$ cat src/rtl/trig_sched_pkg.sv
// trig_sched_pkg: shared widths and FSM state encoding for the frame scheduler.
package trig_sched_pkg;
    localparam int DEF_DIV_W = 8;
    localparam int DEF_PER_W = 24;
    localparam int DEF_FRM_W = 16;
    localparam int THSYNC_W  = 8;
    localparam int THLEN_W   = 16;
    typedef enum logic [2:0] {
        IDLE_S = 3'b001,
        ARM_S  = 3'b010,
        RUN_S  = 3'b100
    } state_t;
endpackage

$ cat src/rtl/trig_sched_if.sv
// trig_sched_if: host config/control and timing-generator signals of trig_sched.
// TRIG_SCHED_EXT_SYNC_EN adds ext_trig/ext_lost.
interface trig_sched_if
    import trig_sched_pkg::*;
#(
    parameter int DIV_W = DEF_DIV_W,
    parameter int PER_W = DEF_PER_W,
    parameter int FRM_W = DEF_FRM_W
);
    logic                cfg_we;
    logic [THSYNC_W-1:0] cfg_thsync;
    logic [THLEN_W-1:0]  cfg_thlen;
    logic [DIV_W-1:0]    cfg_div;
    logic [PER_W-1:0]    cfg_period;
    logic [FRM_W-1:0]    cfg_nframes;
    logic                start;
    logic                stop;
    logic                ena;
    logic                trig;
    logic [THSYNC_W-1:0] thsync;
    logic [THLEN_W-1:0]  thlen;
    logic                busy;
    logic                cfg_pend;
    logic [FRM_W-1:0]    frame_cnt;
    logic                frame_strb;
`ifdef TRIG_SCHED_EXT_SYNC_EN
    logic                ext_trig;
    logic                ext_lost;
`endif
    modport master (
`ifdef TRIG_SCHED_EXT_SYNC_EN
        output ext_trig, input ext_lost,
`endif
        output cfg_we, cfg_thsync, cfg_thlen, cfg_div, cfg_period, cfg_nframes, start, stop,
        input  ena, trig, thsync, thlen, busy, cfg_pend, frame_cnt, frame_strb
    );
    modport slave (
`ifdef TRIG_SCHED_EXT_SYNC_EN
        input ext_trig, output ext_lost,
`endif
        input  cfg_we, cfg_thsync, cfg_thlen, cfg_div, cfg_period, cfg_nframes, start, stop,
        output ena, trig, thsync, thlen, busy, cfg_pend, frame_cnt, frame_strb
    );
endinterface

$ cat src/rtl/trig_sched_prediv.sv
// trig_sched_prediv: clock prescaler producing a registered ena once every div+1 running cycles.
module trig_sched_prediv #(
    parameter int DIV_W = 8
) (
    input  logic             clk,
    input  logic             rst,
    input  logic             run,
    input  logic [DIV_W-1:0] div,
    output logic             ena
);
    logic             act;
    logic [DIV_W-1:0] cnt, nxt;
    // run/div are next-cycle values, so ena lines up with the cycle where cnt==div
    always_comb nxt = (!run || !act || ena) ? '0 : cnt + DIV_W'(1);
    always_ff @(posedge clk) begin
        if (rst) begin
            act <= 1'b0;
            cnt <= '0;
            ena <= 1'b0;
        end else begin
            act <= run;
            cnt <= nxt;
            ena <= run && nxt == div;
        end
    end
endmodule

$ cat src/rtl/trig_sched.sv
// trig_sched: frame trigger scheduler with double-buffered line timing configuration.
// TRIG_SCHED_EXT_SYNC_EN enables external trigger sync with period watchdog.
module trig_sched
    import trig_sched_pkg::*;
#(
    parameter int DIV_W = DEF_DIV_W,
    parameter int PER_W = DEF_PER_W,
    parameter int FRM_W = DEF_FRM_W
) (
    input logic clk,
    input logic rst,
    trig_sched_if.slave bus
);
    state_t              state, state_n;
    logic [THSYNC_W-1:0] stg_thsync, thsync_a;
    logic [THLEN_W-1:0]  stg_thlen, thlen_a;
    logic [DIV_W-1:0]    stg_div, div_a, div_n;
    logic [PER_W-1:0]    stg_period, period_a, period_n, per_cnt;
    logic [FRM_W-1:0]    stg_nframes, nframes_a, frame_cnt;
    logic stop_pend, cfg_pend, trig, ena, apply, fire, halt, boundary, limit, force_b;
    // a write landing on the apply edge bypasses staging
    assign div_n    = apply ? (bus.cfg_we ? bus.cfg_div : stg_div) : div_a;
    assign period_n = apply ? (bus.cfg_we ? bus.cfg_period : stg_period) : period_a;
    assign limit    = nframes_a != '0 && frame_cnt == nframes_a;
    // holding off while trig is high keeps pulses from touching at period 1, div 0
    assign boundary = ena && !trig && (per_cnt == '0 || force_b);
    always_comb begin
        state_n = state;
        apply   = 1'b0;
        fire    = 1'b0;
        halt    = 1'b0;
        case (state)
            IDLE_S: begin
                apply   = bus.start;
                state_n = bus.start ? ARM_S : IDLE_S;
            end
            ARM_S: begin
                fire    = ena;
                state_n = ena ? RUN_S : ARM_S;
            end
            RUN_S: begin
                halt    = boundary && (stop_pend || limit);
                fire    = boundary && !(stop_pend || limit);
                apply   = fire;
                state_n = halt ? IDLE_S : RUN_S;
            end
            default: state_n = IDLE_S;
        endcase
    end
    always_ff @(posedge clk) begin
        if (rst) begin
            state       <= IDLE_S;
            stg_thsync  <= '0;
            stg_thlen   <= '0;
            stg_div     <= '0;
            stg_period  <= '0;
            stg_nframes <= '0;
            thsync_a    <= '0;
            thlen_a     <= '0;
            div_a       <= '0;
            period_a    <= '0;
            nframes_a   <= '0;
            cfg_pend    <= 1'b0;
            trig        <= 1'b0;
            stop_pend   <= 1'b0;
            frame_cnt   <= '0;
            per_cnt     <= '0;
        end else begin
            state <= state_n;
            if (bus.cfg_we) begin
                stg_thsync  <= bus.cfg_thsync;
                stg_thlen   <= bus.cfg_thlen;
                stg_div     <= bus.cfg_div;
                stg_period  <= bus.cfg_period;
                stg_nframes <= bus.cfg_nframes;
            end
            if (apply) begin
                thsync_a  <= bus.cfg_we ? bus.cfg_thsync : stg_thsync;
                thlen_a   <= bus.cfg_we ? bus.cfg_thlen : stg_thlen;
                nframes_a <= bus.cfg_we ? bus.cfg_nframes : stg_nframes;
            end
            div_a     <= div_n;
            period_a  <= period_n;
            cfg_pend  <= !apply && (bus.cfg_we || cfg_pend);
            trig      <= fire;
            stop_pend <= state != IDLE_S && !halt && (stop_pend || bus.stop);
            frame_cnt <= (state == IDLE_S && bus.start) ? '0 : fire ? frame_cnt + FRM_W'(1) : frame_cnt;
            per_cnt   <= state_n == IDLE_S ? '0 :
                         fire ? ((period_n == '0) ? '0 : period_n - PER_W'(1)) :
                         (state == RUN_S && ena && per_cnt != '0) ? per_cnt - PER_W'(1) : per_cnt;
        end
    end
`ifdef TRIG_SCHED_EXT_SYNC_EN
    logic [2:0] ext_sync;
    logic       ext_pend, ext_lost;
    assign force_b = ext_pend;
    always_ff @(posedge clk) begin
        if (rst) begin
            ext_sync <= '0;
            ext_pend <= 1'b0;
            ext_lost <= 1'b0;
        end else begin
            ext_sync <= {ext_sync[1:0], bus.ext_trig};
            ext_pend <= state == RUN_S && state_n == RUN_S && ((ext_sync[1] && !ext_sync[2]) || (ext_pend && !fire));
            ext_lost <= !(state == IDLE_S && bus.start) && (ext_lost || (state == RUN_S && fire && !ext_pend));
        end
    end
    assign bus.ext_lost = ext_lost;
`else
    assign force_b = 1'b0;
`endif
    trig_sched_prediv #(.DIV_W(DIV_W)) u_prediv (
        .clk(clk),
        .rst(rst),
        .run(state_n != IDLE_S),
        .div(div_n),
        .ena(ena)
    );
    assign bus.ena        = ena;
    assign bus.trig       = trig;
    assign bus.frame_strb = trig;
    assign bus.thsync     = thsync_a;
    assign bus.thlen      = thlen_a;
    assign bus.busy       = state != IDLE_S;
    assign bus.cfg_pend   = cfg_pend;
    assign bus.frame_cnt  = frame_cnt;
endmodule

$ cat src/flat_wrapper.sv
// flat-port wrapper written by rule: the top's interface ports become plain ports
module trig_sched_flat import trig_sched_pkg::*;
#(
    parameter int DIV_W = DEF_DIV_W,
    parameter int PER_W = DEF_PER_W,
    parameter int FRM_W = DEF_FRM_W
)
  (clk, rst, bus_cfg_we, bus_cfg_thsync, bus_cfg_thlen, bus_cfg_div, bus_cfg_period, bus_cfg_nframes, bus_start, bus_stop, bus_ena, bus_trig, bus_thsync, bus_thlen, bus_busy, bus_cfg_pend, bus_frame_cnt, bus_frame_strb);
  trig_sched_if #(.DIV_W(DIV_W), .PER_W(PER_W), .FRM_W(FRM_W)) bus_i ();
  input logic clk;
  input logic rst;
  input wire logic [$bits(bus_i.cfg_we)-1:0] bus_cfg_we;
  input wire logic [$bits(bus_i.cfg_thsync)-1:0] bus_cfg_thsync;
  input wire logic [$bits(bus_i.cfg_thlen)-1:0] bus_cfg_thlen;
  input wire logic [$bits(bus_i.cfg_div)-1:0] bus_cfg_div;
  input wire logic [$bits(bus_i.cfg_period)-1:0] bus_cfg_period;
  input wire logic [$bits(bus_i.cfg_nframes)-1:0] bus_cfg_nframes;
  input wire logic [$bits(bus_i.start)-1:0] bus_start;
  input wire logic [$bits(bus_i.stop)-1:0] bus_stop;
  output wire logic [$bits(bus_i.ena)-1:0] bus_ena;
  output wire logic [$bits(bus_i.trig)-1:0] bus_trig;
  output wire logic [$bits(bus_i.thsync)-1:0] bus_thsync;
  output wire logic [$bits(bus_i.thlen)-1:0] bus_thlen;
  output wire logic [$bits(bus_i.busy)-1:0] bus_busy;
  output wire logic [$bits(bus_i.cfg_pend)-1:0] bus_cfg_pend;
  output wire logic [$bits(bus_i.frame_cnt)-1:0] bus_frame_cnt;
  output wire logic [$bits(bus_i.frame_strb)-1:0] bus_frame_strb;
  assign bus_i.cfg_we = bus_cfg_we;
  assign bus_i.cfg_thsync = bus_cfg_thsync;
  assign bus_i.cfg_thlen = bus_cfg_thlen;
  assign bus_i.cfg_div = bus_cfg_div;
  assign bus_i.cfg_period = bus_cfg_period;
  assign bus_i.cfg_nframes = bus_cfg_nframes;
  assign bus_i.start = bus_start;
  assign bus_i.stop = bus_stop;
  assign bus_ena = bus_i.ena;
  assign bus_trig = bus_i.trig;
  assign bus_thsync = bus_i.thsync;
  assign bus_thlen = bus_i.thlen;
  assign bus_busy = bus_i.busy;
  assign bus_cfg_pend = bus_i.cfg_pend;
  assign bus_frame_cnt = bus_i.frame_cnt;
  assign bus_frame_strb = bus_i.frame_strb;
  trig_sched #(.DIV_W(DIV_W), .PER_W(PER_W), .FRM_W(FRM_W)) u_core (.clk(clk), .rst(rst), .bus(bus_i));
endmodule
$ cat config.mk
export PLATFORM = sky130hd
export DESIGN_NAME = trig_sched_flat
export DESIGN_NICKNAME = d
export VERILOG_FILES = /design/src/rtl/trig_sched_pkg.sv /design/src/rtl/trig_sched_if.sv /design/src/rtl/trig_sched_prediv.sv /design/src/rtl/trig_sched.sv /design/src/flat_wrapper.sv
export SDC_FILE = /design/constraint.sdc
export NUM_CORES = 1
export LEC_CHECK = 0
export BUFFER_PORTS_ARGS = -buffer_cell sky130_fd_sc_hd__buf_2
export CAP_MARGIN = 20
export CELL_PAD_IN_SITES_DETAIL_PLACEMENT = 0
export CELL_PAD_IN_SITES_GLOBAL_PLACEMENT = 1
export CORE_ASPECT_RATIO = 1.25
export CORE_MARGIN = 2
export CORE_UTILIZATION = 45
export CTS_CLUSTER_DIAMETER = 80
export DETAILED_ROUTE_END_ITERATION = 16
export PLACE_DENSITY_LB_ADDON = 0.05
export SLEW_MARGIN = 10
export SYNTH_ARGS = -nofsm -noshare
export SYNTH_HDL_FRONTEND = slang
export SYNTH_HIERARCHICAL = 1
export SYNTH_SLANG_ARGS = --single-unit
export TNS_END_PERCENT = 30
$ cat constraint.sdc
create_clock -name clk -period 9.3 [get_ports clk]
set_input_delay 0.93 -clock clk [delete_from_list [all_inputs] [get_ports clk]]
set_output_delay 0.93 -clock clk [all_outputs]
set_load 0.1 [all_outputs]
==> out/qor.csv <==
metric,value,unit
status,finished clean,
cts.reportedPaths.clkPinSlew,0.08,ns
r2r_start,u_core/per_cnt[4],
slew_violations,0,
wire_per_inst,16.9,µm
gp_congestion,0.851,
insertion_delay,0.44,ns
synth-seq-cells,200,
place_ws,3.95,ns
netlist_area,9360,µm²
fmax,186,MHz
numCtsBuffers,17,
synthCells,1080,
cp_slowest_stage_delay,0.66,ns
synth.yosys.warnings,6,
avgSynthCellArea,8.67,µm²
clock_sinks,200,
ys_seq_area_share,42.8,%
synth_edf_count,0,
hold_path.class,register to register,
initial_core_util,45.4,%
synth.distinct_cells,67,
first_pass_iters,5,
drc,0,
cp-start-kind,register,
worst-slew-pin-transition,1.07,ns
finalHoldViolCount,0,
final_net_count,1248,
cts_setup_buffers,0,
grt_max_degree,71,
antenna_found_initial,2,
slew_headroom,28.5,%
crit_chain,nor4_2 -> and4_1 -> and3_1 -> o211ai_4 -> nand2_4 -> buf_4 -> nand2_1 -> o21ai_0 -> ha_1 -> inv_1 -> nor3_1 -> nand3_1 -> a21oi_1 -> a31oi_1 -> or4_1 -> a211oi_1 -> a311o_1,
critPathMaxFanout,55,
rsz0062_at_grt,false,
endpoint_kind,register,
rows,59,
vias_per_cell,5.43,
vias,7894,
finalSetupViolCount,0,
coreArea,20600,µm²
synth_fp_nets,1163,
fin_crit_sh,57.8,%
grt.total_usage,22.8,%
io_buffers,121,
maxCapViolations,0,
die_h,165,µm
startpoint,u_core/per_cnt[4],
report.power.total,2.06,mW
fin_ws,3.92,ns
ios,122,
post_route_cells_drive_above_1_share,15.4,%
skew,0.0185,ns
area_growth_syn_to_layout,14.6,%
finish.utilization,52.1,%
async_flop_share,0,%
cts_max_level,4,
antenna_left,0,
cts_root_buffer,clkbuf_16,
grt_pass1_wl,39900,µm
p_leak,4.56,nW
yosysTopAreaCellShare,42.8,%
required,9.69,ns
ys.flop_type,dfxtp_1,
die_x,133,µm
first_global_vias,7684,
dieArea,22000,µm²
setup_tns,0,ns
cellPowerDensity,192,nW/µm²
cts_tree,built,
post_cts_resized,0,
hpwlAfterDp,17500,µm
arrival,5.77,ns
synth_area_leaders,"dfxtp_1 43%, mux2i_1 8.8%, nor2_1 8.5%",
cpMaxStageDelayCell,nor4_2,
routed_wl,24600,µm
critPathKind,register to register,
grt_overflow,0,
layout_min_cycle_time,5.38,ns
clockBufferDepth,2,
postCtsHoldBufs,0,
dr.first_iter.drc_count,456,
min_from,u_core/stg_thlen[11],
yosys.area.top_type,dfxtp_1,
vdd_drop_max,0.000131,V
[critical path: cells and delay by family (launching register included)]
family          cells  cell delay, ns
simple gates        8            2.92
fa+ha+maj           1            0.38
flops               1            0.35
buf+inv             2            0.69
compound gates      6            0.98
[metrics by stage]
stage / cell area [µm²] / hold WS, ns / instances
6_report: 10700 / 0.494 / 1453
5_1_grt: 10700 / 0.517 / 1453
4_1_cts: 10700 / 0.499 / 1452
3_5_place_dp: 10100 / 0.479 / 1420
3_3_place_gp: 10100 / 0.470 / 1420
2_1_floorplan: 9360 / 0.441 / 1080
[state kept, by name, summed over array words and instances (netlist names), 3 cells and up]
signal / count
u_core/stg_div: 8
u_core/stg_period: 24
u_core/stg_thlen: 16
u_core/bus.thsync: 8
u_core/per_cnt: 24
u_core/u_prediv/cnt: 8
u_core/stg_thsync: 8
u_core/nframes_a: 16
u_core/state: 3
u_core/bus.frame_cnt: 16
u_core/bus.thlen: 16
u_core/div_a: 8
u_core/period_a: 24
u_core/stg_nframes: 16
[metal layers]
layer | wire, µm | GRT usage, % | up-vias
met2 | 12200 | 39.6 | 158
met4 | 624 | 9.09 | 2
met1 | 10800 | 27.7 | 3702
met3 | 1010 | 4.88 | 30
li1 | - | - | 4002
met5 | 13 | 0 | -
[worst paths after layout]
kind	end	slack [ns]	cells past startpoint
worst min register to register	u_core/stg_thlen[11]	0.49	2
worst max-delay path	u_core/per_cnt[18]	3.92	17
worst max register to register	u_core/per_cnt[18]	3.92	17
worst min-delay path	u_core/stg_thlen[11]	0.49	2
[Yosys cell counts (all sizes together) (30+ instances only)]
cell type	n
nor2	212
dfxtp	200
mux2i	82
a211oi	59
a21oi	52
nand2	50
nor3	44
xor2	43
buf	31
clkbuf	30
[cell usage in the layout (no fill, tap or decap), drive strengths merged, types with 4 or more instances in the layout]
cell type  synthesis  final
ha                 6      6
or4               11     11
buf               31    127
or3               13     13
mux2               5      5
o211ai             6      6
mux2i             82     82
o21a               7      7
nand2b             4      4
nor4              18     18
nand3b             4      4
nand4             10     10
inv               18     24
clkbuf            30     18
xor2              43     43
and3              11     11
nand3             24     24
a31oi             14     14
nor2b             19     19
nor3b              9      9
nor2             212    212
o21ai             24     24
clkinv             0      6
dfxtp            200    200
a22oi              4      4
nand2             50     50
nor3              44     44
a21oi             52     52
xnor2             24     24
a211oi            59     59
[kinds of logic (layout without fill, tap and decap cells)]
logic type / Yosys count / after routing / synth area share, %
compound gates: 196 / 196 / 14.1
fa+ha+maj: 6 / 6 / 0.802
xor+xnor: 69 / 69 / 6.79
simple gates: 443 / 443 / 22.6
flops: 200 / 200 / 42.8
mux: 87 / 87 / 9.37
other cells: 0 / 1 / 0
buf+inv: 79 / 177 / 3.53
[power breakdown]
group	switching (mW)	leakage, nW	internal, mW	total (mW)
registers	0.0318	1.64	0.905	0.936
clock network	0.369	0.299	0.395	0.765
logic	0.245	2.62	0.111	0.356
total	0.647	4.56	1.41	2.06
[layout make-up]
| class | count | area [µm²] |
|---|---|---|
| Multi-Input combinational cell | 801 | 5030 |
| Antenna cell | 1 | 2.50 |
| Tap cell | 274 | 343 |
| Clock buffer | 18 | 439 |
| Fill cell | 1980 | 9870 |
| Sequential cell | 200 | 4000 |
| Clock inverter | 14 | 178 |
| Timing Repair Buffer | 127 | 656 |
| Inverter | 18 | 67.6 |
Power figures use the tool's default switching activity.
